$ cat config.mk
export PLATFORM = sky130hd
export DESIGN_NAME = mips_imem_loader
export DESIGN_NICKNAME = d
export VERILOG_FILES = /design/src/rtl/mips_pkg.sv /design/src/rtl/mips_imem_loader_sync_fifo.sv /design/src/rtl/mips_imem_loader.sv
export SDC_FILE = /design/constraint.sdc
export NUM_CORES = 1
export LEC_CHECK = 0
export BUFFER_PORTS_ARGS = -buffer_cell sky130_fd_sc_hd__buf_2
export CAP_MARGIN = 40
export CORE_AREA = 3 3 131 133
export DETAILED_ROUTE_END_ITERATION = 8
export DIE_AREA = 0 0 134 136
export PLACE_DENSITY = 0.67
export SETUP_SLACK_MARGIN = 0.4
export SLEW_MARGIN = 20
export SYNTH_ARGS = -nofsm -noshare
export SYNTH_HDL_FRONTEND = slang
export SYNTH_SLANG_ARGS = --single-unit
$ cat constraint.sdc
create_clock -name clk -period 2.89 [get_ports clk]
set_clock_uncertainty 0.15 [all_clocks]
set_input_delay 0.4335 -clock clk [delete_from_list [all_inputs] [get_ports clk]]
set_output_delay 0.4335 -clock clk [all_outputs]
set_load 0.05 [all_outputs]
$ cat src/rtl/mips_pkg.sv
// mips_pkg: instruction kinds, opcode/funct constants and field widths shared by the loader and decoder
package mips_pkg;
  localparam int OP_W  = 6;
  localparam int REG_W = 5;
  localparam int IMM_W = 16;
  localparam int TGT_W = 26;
  localparam int FN_W  = 6;
  typedef enum logic [3:0] {
    K_ORI, K_ADDU, K_SUBU, K_LW, K_SW, K_BEQ, K_LUI, K_J, K_ADDI, K_ADDIU, K_SLT, K_JAL, K_JR
  } op_kind_e;
  typedef enum logic [1:0] {S_IDLE, S_LOAD, S_DRAIN, S_DONE} ld_state_e;
  localparam logic [OP_W-1:0] OP_RTYPE = 6'h00;
  localparam logic [OP_W-1:0] OP_ORI   = 6'h0D;
  localparam logic [OP_W-1:0] OP_LW    = 6'h23;
  localparam logic [OP_W-1:0] OP_SW    = 6'h2B;
  localparam logic [OP_W-1:0] OP_BEQ   = 6'h04;
  localparam logic [OP_W-1:0] OP_ADDI  = 6'h08;
  localparam logic [OP_W-1:0] OP_ADDIU = 6'h09;
  localparam logic [OP_W-1:0] OP_LUI   = 6'h0F;
  localparam logic [OP_W-1:0] OP_J     = 6'h02;
  localparam logic [OP_W-1:0] OP_JAL   = 6'h03;
  localparam logic [FN_W-1:0] FN_ADDU  = 6'h21;
  localparam logic [FN_W-1:0] FN_SUBU  = 6'h23;
  localparam logic [FN_W-1:0] FN_SLT   = 6'h2A;
  localparam logic [FN_W-1:0] FN_JR    = 6'h08;
endpackage

$ cat src/rtl/mips_imem_loader_sync_fifo.sv
// sync_fifo: single-clock FIFO with flush; flush takes priority over push/pop
module sync_fifo #(
  parameter int WIDTH = 32,
  parameter int DEPTH = 4
) (
  input  logic             clk,
  input  logic             rst_n,
  input  logic             flush,
  input  logic             push,
  input  logic             pop,
  input  logic [WIDTH-1:0] din,
  output logic [WIDTH-1:0] dout,
  output logic             full,
  output logic             empty
);
  localparam int AW = $clog2(DEPTH);
  logic [WIDTH-1:0] mem [DEPTH];
  logic [AW:0] wp, rp;
  assign empty = wp == rp;
  assign full  = wp[AW] != rp[AW] && wp[AW-1:0] == rp[AW-1:0];
  assign dout  = mem[rp[AW-1:0]];
  always_ff @(posedge clk or negedge rst_n)
    if (!rst_n) begin
      wp <= '0;
      rp <= '0;
    end else if (flush) begin
      wp <= '0;
      rp <= '0;
    end else begin
      if (push && !full) wp <= wp + 1'b1;
      if (pop && !empty) rp <= rp + 1'b1;
    end
  always_ff @(posedge clk)
    if (push && !full) mem[wp[AW-1:0]] <= din;
endmodule

$ cat src/rtl/mips_imem_loader.sv
// mips_imem_loader: encodes symbolic MIPS instructions, buffers them and writes them to IMEM,
// holding the core in reset until the image is complete
module mips_imem_loader
  import mips_pkg::*;
#(
  parameter int                ADDR_W     = 10,
  parameter logic [ADDR_W-1:0] BASE_ADDR  = '0,
  parameter int                FIFO_DEPTH = 4
) (
  input  logic              clk,
  input  logic              rst_n,
  input  logic              start,
  input  logic              op_valid,
  output logic              op_ready,
  input  logic [3:0]        op_kind,
  input  logic [4:0]        op_rs,
  input  logic [4:0]        op_rt,
  input  logic [4:0]        op_rd,
  input  logic [15:0]       op_imm,
  input  logic [25:0]       op_target,
  input  logic              op_last,
  output logic              im_we,
  input  logic              im_ready,
  output logic [ADDR_W-1:0] im_addr,
  output logic [31:0]       im_wdata,
  output logic              cpu_hold,
  output logic              done,
  output logic [1:0]        err
);
  ld_state_e state, state_nx;
  logic [31:0] enc;
  logic legal, accept, push, wr, ovf, go, full, empty;
  logic [ADDR_W-1:0] addr;
  always_comb begin
    enc   = '0;
    legal = 1'b1;
    case (op_kind)
      K_ORI:   enc = {OP_ORI, op_rs, op_rt, op_imm};
      K_ADDU:  enc = {OP_RTYPE, op_rs, op_rt, op_rd, 5'd0, FN_ADDU};
      K_SUBU:  enc = {OP_RTYPE, op_rs, op_rt, op_rd, 5'd0, FN_SUBU};
      K_LW:    enc = {OP_LW, op_rs, op_rt, op_imm};
      K_SW:    enc = {OP_SW, op_rs, op_rt, op_imm};
      K_BEQ:   enc = {OP_BEQ, op_rs, op_rt, op_imm};
      K_LUI:   enc = {OP_LUI, 5'd0, op_rt, op_imm};
      K_J:     enc = {OP_J, op_target};
      K_ADDI:  enc = {OP_ADDI, op_rs, op_rt, op_imm};
      K_ADDIU: enc = {OP_ADDIU, op_rs, op_rt, op_imm};
      K_SLT:   enc = {OP_RTYPE, op_rs, op_rt, op_rd, 5'd0, FN_SLT};
      K_JAL:   enc = {OP_JAL, op_target};
      K_JR:    enc = {OP_RTYPE, op_rs, 15'd0, FN_JR};
      default: legal = 1'b0;
    endcase
  end
  assign op_ready = state == S_LOAD && !full && !err[1];
  assign accept   = op_valid && op_ready;
  assign push     = accept && legal;
  assign im_we    = !empty && state != S_IDLE;
  assign wr       = im_we && im_ready;
  assign ovf      = wr && addr == '1;
  assign go       = start && (state == S_IDLE || state == S_DONE);
  assign im_addr  = addr;
  assign done     = state == S_DONE;
  assign cpu_hold = !done;
  // an overflowing write drops everything still buffered
  sync_fifo #(.WIDTH(32), .DEPTH(FIFO_DEPTH)) u_fifo (
    .clk(clk), .rst_n(rst_n), .flush(ovf), .push(push), .pop(wr),
    .din(enc), .dout(im_wdata), .full(full), .empty(empty)
  );
  always_comb
    state_nx = go ? S_LOAD
             : (state == S_LOAD && ((accept && op_last) || ovf)) ? S_DRAIN
             : (state == S_DRAIN && empty) ? S_DONE
             : state;
  always_ff @(posedge clk or negedge rst_n)
    if (!rst_n) begin
      state <= S_IDLE;
      addr  <= BASE_ADDR;
      err   <= '0;
    end else begin
      state <= state_nx;
      if (go) begin
        addr <= BASE_ADDR;
        err  <= '0;
      end else begin
        if (wr) addr <= addr + 1'b1;
        if (accept && !legal) err[0] <= 1'b1;
        if (ovf) err[1] <= 1'b1;
      end
    end
endmodule
==> results.ini <==
[run_status]
status=finished, final reports clean

[floorplan]
rows=46
die_x_um=134
start_util_pct=40.4
dieHeight_um=136
core_um2=15900
die-area_um2=18200
pin_count=115

[detailed_routing]
drc=0
drtPass1Iterations=4
vias=4102
drtAntennaViolNets=0
routed_via_density=5.33
wl_per_cell_um=17.9
routed_wl_mm=13.8
drt_iter0_drc=317

[setup_path]
path_cells=buf_16 -> mux4_2 -> buf_2
cp_max_fo=25
critPathLaunchType=flop
end_kind=primary output
cp.arrival_ns=1.89
cpPeakStageDelay_ns=0.58
setup.worst_path.class=reg -> out
cp.required_ns=2.31
slowest_stage=mux4_2
reg2reg_depth=5

[power]
power_leakage_uw=0.00297
pwr-share-comb_pct=40.9
p_seq_share_pct=34.0
internal_power_uw=4990
swShare_pct=39.5
pwr-share-clk_pct=25.1
p_sw_uw=3260
powerDensity_nw_per_um2=1040
vdd.ir_drop.worst_mv=0.444

[sta]
fin_tns_setup_ns=0
period_share_pct=85.7
relSlewSlack_pct=48.0
period_needed_ns=2.48
final_hold_viol_count=0
whs_ns=0.204
grt_setup_unrepaired=true
tightestPinTransition_ns=0.767
slew_violations=0
fmax_mhz=404
setup_violations=0

[synth]
synth_cells=417
async_flop_share_pct=13.9
ys_seq_area_share_pct=65.6
synth_edf_count=124
syn-cell-area_um2=6440
synth_flop_cell=edfxtp_1
post_synth.cell_area_avg_um2=15.4
syn_nets=494
synth.ff_latch_count=144
yosys_warnings=0
synth_cell_type_count=51

[global_route]
grt_overflow=0
grt_pass1_wl_mm=21.7
grt_pass1_vias=4150
track_usage_pct=15.6
antenna_found_initial=0
grt_max_degree=34

[clock_tree]
clock-root-buffer=clkbuf_16
cts_made_buffers=17
cts_sinks=144
clock_latency_ns=0.41
clk_pin_slew_ns=0.06
cts_tree=yes
cts_buffer_depth=2
htreeDepth=4

[final_layout]
fin_nets=617
n_antenna_cell=0
drive_gt1_share_pct=36.2
area_growth_pct=23.0

[hold_path]
holdPathStages=3
worstHoldPathType=in -> reg

[placed_design]
gp_congestion=0.843
portBuffers=113
dpl.hpwl_mm=9.50

[run]
cap_violations=0

layout make-up:
cell class	instances	area (um2)
fillers	1374	8020
flip-flops and latches	144	4230
multi-input cells	239	2080
repair buffers	126	729
clock buffers	20	437
well taps	216	270
clock inverters	12	135
inverters	12	45.0
worst max-delay path, delay by kind of cell, from the launching register on:
| kind | cells | cell delay, ns |
|---|---|---|
| DFF | 1 | 0.43 |
| buffers and inverters | 2 | 0.46 |
| muxes | 1 | 0.58 |
cells by family after synthesis:
| family | count (synthesis) | share of synthesized area [%] |
|---|---|---|
| simple gates | 101 | 7.85 |
| buf+inv | 34 | 2.53 |
| flops | 144 | 65.6 |
| fa+ha+maj | 10 | 1.94 |
| xor+xnor | 6 | 1.52 |
| mux | 36 | 11.6 |
| compound gates | 85 | 8.88 |
| other cells | 1 | 0.0582 |
power groups by stage:
stage                     combinational, uW  sequential (uW)  clock (uW)
after floorplan                        2530             2870           0
after global placement                 3270             2860           0
after detailed placement               3310             2880           0
after CTS                              3400             2800        2110
after global routing                   3620             2830        2220
final                                  3370             2800        2070
registers in the layout, indices dropped and copies added, names as in the netlist:
signal	count
err	2
im_addr	10
state	2
u_fifo.mem	124
u_fifo.rp	3
u_fifo.wp	3
through the flow:
stage          total power [uW]  std cells  area (um2)  worst slack [ns]  utilization (%)
2_1_floorplan              5400        417        6440             0.422                -
3_3_place_gp               6130        733        7290             0.155             45.7
3_5_place_dp               6190        734        7300             0.466             45.8
4_1_cts                    8310        768        7900             0.369             49.6
5_1_grt                    8670        769        7920             0.322             49.7
6_report                   8240        769        7920             0.412             49.7
synth_stat cells (all sizes together) (7+ instances only):
cell type,instances,area share [%]
buf,14,1.4
ha,10,1.9
o21ai,20,1.6
edfxtp,124,58
nand2,15,0.87
inv,12,0.70
nor2,34,2.0
clkbuf,8,0.47
o21a,7,0.82
a22o,7,0.95
mux4,31,11
dfrtp,20,7.8
o22ai,7,0.68
or3,8,0.78
a21oi,22,1.7
nand3,8,0.62
final timing paths:
kind,slack (ns),to,startpoint
worst max-delay path,0.41,im_wdata[0],u_fifo.rp[0]$_DFFE_PN0P_
worst min-delay path,0.20,state[1]$_DFFE_PN0P_,op_last
worst max register to register,0.45,u_fifo.mem[1][20]$_DFFE_PP_,u_fifo.rp[0]$_DFFE_PN0P_
worst min register to register,0.39,err[1]$_DFFE_PN0P_,err[1]$_DFFE_PN0P_
max in group asynchronous,1.88,u_fifo.rp[0]$_DFFE_PN0P_,rst_n
min in group asynchronous,0.36,err[0]$_DFFE_PN0P_,rst_n
layout by cell type (no fill, tap or decap), types with 3 or more instances in the layout:
master,count
mux2i_1,4
clkinv_2,3
nand2_1,15
nand3_1,8
a21oi_1,22
inv_1,12
nor3_1,4
a22o_1,7
o21ai_1,5
o22ai_1,7
o21ai_0,15
nor2b_1,5
or3_1,8
mux4_2,31
ha_1,10
clkbuf_1,3
a221o_1,6
nand2b_1,3
clkbuf_16,17
and3_1,3
or4_1,3
dfrtp_1,18
and2_1,6
buf_12,3
o21a_1,7
buf_2,112
nor2_1,32
o31ai_1,5
edfxtp_1,124
buf_4,7
clkinv_4,4
per-layer routing:
layer | GRT usage (%) | wire (um) | up-vias
met5 | 0 | 0 | -
met4 | 6.29 | 261 | 0
met3 | 4.66 | 1140 | 16
met2 | 24.2 | 6740 | 159
met1 | 20.8 | 5640 | 2029
li1 | - | - | 1898
repair_timing:
item                                    in CTS  in global routing
buffers inserted                             1                  1
pin swaps                                    0                  2
endpoints found under the hold margin       20                  0
gates resized for setup                      3                  3
hold buffers                                 1                  0
endpoints found under the setup margin      31                126
Note: power is estimated with default switching activity, not from simulation.
